## src/rtl/kmap_sweep.sv

```systemverilog
// Exhaustive truth-table sweeper for a 4-input combinational block: drives all 16
// minterms in order, samples the returned output and scores it against a golden table.
module kmap_sweep #(
    parameter int unsigned SETTLE = 1
) (
    input  logic        clk,
    input  logic        rst_n,
    input  logic        start,
    input  logic [15:0] expect_tt,
    output logic        A,
    output logic        B,
    output logic        C,
    output logic        D,
    input  logic        f_in,
    output logic        busy,
    output logic        done,
    output logic [15:0] tt,
    output logic [4:0]  err_cnt,
    output logic        pass
);

    typedef enum logic [1:0] {
        IDLE,
        HOLD,
        SAMPLE,
        FIN
    } state_t;

    // With SETTLE==0 the HOLD state is never entered and each vector is sampled immediately.
    localparam logic [3:0] SETTLE_LAST = (SETTLE > 0) ? 4'(SETTLE - 1) : 4'd0;
    localparam state_t     AFTER_VEC   = (SETTLE > 0) ? HOLD : SAMPLE;

    state_t      state, state_nxt;
    logic [3:0]  idx;
    logic [3:0]  settle_cnt;
    logic [15:0] expect_q;
    logic        mismatch;
    logic [4:0]  err_nxt;

    assign mismatch = (f_in != expect_q[idx]);
    assign err_nxt  = err_cnt + {4'd0, mismatch};

    always_ff @(posedge clk or negedge rst_n) begin
        if (!rst_n) begin
            state <= IDLE;
        end else begin
            state <= state_nxt;
        end
    end

    always_comb begin
        state_nxt = state;
        case (state)
            IDLE:    if (start) state_nxt = AFTER_VEC;
            HOLD:    if (settle_cnt == SETTLE_LAST) state_nxt = SAMPLE;
            SAMPLE:  state_nxt = (idx == 4'd15) ? FIN : AFTER_VEC;
            FIN:     state_nxt = IDLE;
            default: state_nxt = IDLE;
        endcase
    end

    // Pass is computed from the count including the final minterm so it lands with done.
    always_ff @(posedge clk or negedge rst_n) begin
        if (!rst_n) begin
            {A, B, C, D} <= 4'd0;
            idx          <= 4'd0;
            settle_cnt   <= 4'd0;
            busy         <= 1'b0;
            done         <= 1'b0;
            tt           <= 16'd0;
            err_cnt      <= 5'd0;
            pass         <= 1'b0;
            expect_q     <= 16'd0;
        end else begin
            done <= 1'b0;
            case (state)
                IDLE: begin
                    if (start) begin
                        expect_q     <= expect_tt;
                        tt           <= 16'd0;
                        err_cnt      <= 5'd0;
                        pass         <= 1'b0;
                        idx          <= 4'd0;
                        settle_cnt   <= 4'd0;
                        {A, B, C, D} <= 4'd0;
                        busy         <= 1'b1;
                    end
                end
                HOLD: begin
                    if (settle_cnt == SETTLE_LAST) begin
                        settle_cnt <= 4'd0;
                    end else begin
                        settle_cnt <= settle_cnt + 4'd1;
                    end
                end
                SAMPLE: begin
                    tt[idx] <= f_in;
                    err_cnt <= err_nxt;
                    if (idx == 4'd15) begin
                        busy <= 1'b0;
                        done <= 1'b1;
                        pass <= (err_nxt == 5'd0);
                    end else begin
                        idx          <= idx + 4'd1;
                        {A, B, C, D} <= idx + 4'd1;
                    end
                end
                default: ;
            endcase
        end
    end

endmodule

```

## config.mk

```make
export PLATFORM = sky130hd
export DESIGN_NAME = kmap_sweep
export DESIGN_NICKNAME = d
export VERILOG_FILES = /design/src/rtl/kmap_sweep.sv
export SDC_FILE = /design/constraint.sdc
export NUM_CORES = 1
export LEC_CHECK = 0
export ABC_CLOCK_PERIOD_IN_PS = 3200
export CAP_MARGIN = 15
export CORE_AREA = 5 5 89 91
export CTS_BUF_LIST = sky130_fd_sc_hd__clkbuf_2 sky130_fd_sc_hd__clkbuf_4 sky130_fd_sc_hd__clkbuf_8
export CTS_CLUSTER_SIZE = 20
export DETAILED_ROUTE_END_ITERATION = 12
export DIE_AREA = 0 0 94 96
export GPL_ROUTABILITY_DRIVEN = 0
export REMOVE_ABC_BUFFERS = 1
export SLEW_MARGIN = 15
export SYNTH_ARGS = -nofsm -noshare
export SYNTH_HDL_FRONTEND = slang
export SYNTH_SLANG_ARGS = --single-unit
export TNS_END_PERCENT = 50
```

## constraint.sdc

```tcl
create_clock -name clk -period 3.2 [get_ports clk]
set_input_delay 0.64 -clock clk [delete_from_list [all_inputs] [get_ports clk]]
set_output_delay 0.64 -clock clk [all_outputs]
set_load 0.01 [all_outputs]
```

==> results.md <==
* Remaining global-route overflow at 0
* Number of global-route vias before repair at slightly below 2000
* Critical path's top delay family: multiplexers
* Commonest cells after routing, fill and taps aside: nand2_1, dfrtp_1, clkdlybuf4s50_1, o21ai_0, o31ai_1
* Fin crit period at 2930 ps
* Fraction of layout cells with a size suffix above 1 at 0.0660
* Clk Latency, worst-skew pair at between 300 and 400 ps
* Antenna Nets Post-Route at 0
* Crit path cell chain: mux4_1, mux4_2, xnor2_1, ha_1, ha_1, and2_1, a21oi_1, o32a_1, o41ai_1
* I/O Buffers at 47
* Hold Path Class: input port to asynchronous set/reset pin
* Largest net degree at the start of global routing at 29
* Final setup skew at 15.5 ps
* Fin. Hold Viols at 0
* Placement Rows at 31
* Bufs on Longest Clock Path at 2
* CP bufs+invs at 0
* CTS Sinks at 50
* Post-synth EDFFs at 0
* CTS Buf Count at 5
* Final wirelength at 5340 um
* DIE AREA at between 9000 and 10000 um2
* FF+latch count, synth at 50
* First-pass GRT wire length at between 9000 and 10000 um
* Worst setup EP type: register
* Layout Utilization at 0.434
* Unique cell type count in the Yosys netlist at 32
* Initial antenna violation count at 0
* Max-slew violations at 0
* Synth Instances at between 200 and 250
* Storage cell area at 1250 um2
* Post-DR vias/cell at around 4.9
* CTS clk-pin slew, worst paths at 100 ps
* Final setup fails at 0
* Die width at between 90 and 100 um
* LEAKAGE at 1.34 nW
* Max Cap Violations at 0
* Initial Utilization at 0.338
* Tcrit/Tclk final at 0.916
* Status: completed
* Via Count at 1886
* Boundary pin count at 48
* Avg Cell Area, Syn at roughly 10 um2
* Area share of the largest cell type after synthesis at 0.525
* Hpwl dp at roughly 3800 um
* Crit Path Category: register to register
* Area occupied by multi-input gates at roughly 1000 um2
* Critical Path RT at roughly 3400 ps
* CTS HTree Levels at 2
* Layout Area Growth over Synthesis at 28.6%
* Drt pass-1 iters at 4
* Ys async rst share at 1.00
* Root buffer cell: clkbuf_8
* Initial drt markers at 195
* Die Y at roughly 96 um
* Top post-synthesis cells by area: dfrtp_1, nand2_1, mux4_1
* Hold buffers post-CTS at 0
* Setup TNS at 0 ps
* Mapped cell area at between 2000 and 2500 um2
* CTS tree: built
* RSZ-0062 raised after global routing: no
* Power Dens Cells at 651 nW/um2
* Nets at between 300 and 400
* Drt drc at 0
* Dominant synthesized flop cell: dfrtp_1
* Max transition margin at 0.504
* Actual slew at the worst max-slew pin at between 700 and 800 ps
* Maximum VDD drop at around 0.31 mV
* Most used cell, CP: ha_1
* Commonest non-fill, non-tap cell in the layout: nand2_1
* Fmax at about 0.34 GHz
* Max FO, Critical Path at 6
* Worst path max stage delay at approximately 570 ps
* ANT cells at 0
* Wire per inst at 13.8 um
* Yosys warns at 0
* GRT Overall Usage at 0.134
* Placeable Area at ~7100 um2
* Number of fill cells at between 700 and 800
* Critical-path top delay cell: mux4_1
* Post-synth top area cell: dfrtp_1
* Worst Path Arrival at between 3000 and 4000 ps
* Sequential share of the synthesized area at 0.525
* Worst setup SP type: register
## worst paths after layout
| path | slack, ps | cells past startpoint | startpoint | to |
|---|---|---|---|---|
| hold / removal | 340 | 1 | rst_n | idx[3]$_DFFE_PN0P_ |
| min in group clk | 480 | 2 | expect_q[5]$_DFFE_PN0P_ | expect_q[5]$_DFFE_PN0P_ |
| hold reg to reg | 480 | 2 | expect_q[5]$_DFFE_PN0P_ | expect_q[5]$_DFFE_PN0P_ |
| setup / recovery | 270 | 9 | D$_DFFE_PN0P_ | pass$_DFFE_PN0P_ |
| max in group asynchronous | 2060 | 2 | rst_n | D$_DFFE_PN0P_ |
| setup reg to reg | 270 | 9 | D$_DFFE_PN0P_ | pass$_DFFE_PN0P_ |
## state kept, by name, indices dropped and copies added, names as in the netlist
register    cells
pass            1
idx             1
B               1
busy            1
tt             16
settle_cnt      4
expect_q       16
err_cnt         5
D               1
done            1
state           2
C               1
## metal layers
layer	global-route usage	share of wire	up-vias
li1	-	-	936
met1	0.180	0.47	898
met2	0.213	0.46	47
met3	0.0391	0.059	5
met4	0.0325	0.011	0
met5	0	0	-
## through the flow
step	worst slack [ps]	hold WS, ps	total power, mW	instances	cell area, um2
2_1_floorplan	258	344	1.35	226	2330
3_3_place_gp	308	460	1.63	379	2970
3_5_place_dp	197	456	1.64	379	2970
4_1_cts	147	355	2.03	387	3060
5_1_grt	45.7	389	2.16	387	3060
6_report	268	338	1.99	387	3060
## layout make-up
type,instances,share of cell area
inverters,9,0.0110
well taps,99,0.0404
multi-input cells,167,0.341
clock inverters,3,0.00694
repair buffers,54,0.169
flip-flops and latches,50,0.409
clock buffers,5,0.0225
## where the power goes
group / internal, mW / total, mW / switching, mW
clock network: 0.154 / 0.375 / 0.221
logic: 0.332 / 0.703 / 0.371
registers: 0.788 / 0.916 / 0.128
total: 1.27 / 1.99 / 0.720
## kinds of logic after synthesis
| logic type | after synthesis | share of synthesized area |
|---|---|---|
| multiplexers | 6 | 0.0577 |
| AO/OA/AOI/OAI | 52 | 0.153 |
| AND/OR/NAND/NOR | 98 | 0.173 |
| buffers and inverters | 22 | 0.0383 |
| adder cells (fa/ha/maj) | 8 | 0.0420 |
| XOR/XNOR | 3 | 0.0110 |
| flip-flops | 50 | 0.525 |
## cells in the mapped netlist, drive strengths merged, types with 2 or more instances
| cell type | count |
|---|---|
| ha | 8 |
| a21oi | 4 |
| inv | 9 |
| and2 | 2 |
| o211ai | 10 |
| clkbuf | 11 |
| nand2 | 70 |
| o311ai | 4 |
| nor2 | 6 |
| nor2b | 2 |
| nand3 | 8 |
| o21ai | 12 |
| o31ai | 11 |
| o41ai | 6 |
| xor2 | 2 |
| dfrtp | 50 |
| mux4 | 5 |
| nand2b | 4 |
| buf | 2 |
| nor3 | 3 |
## timing repair
item | 4_1_cts | 5_1_grt
resized for setup | 0 | 1
endpoints found under the setup margin | 0 | 1
setup buffers | 0 | 0
Note: power is estimated with default switching activity, not from simulation.
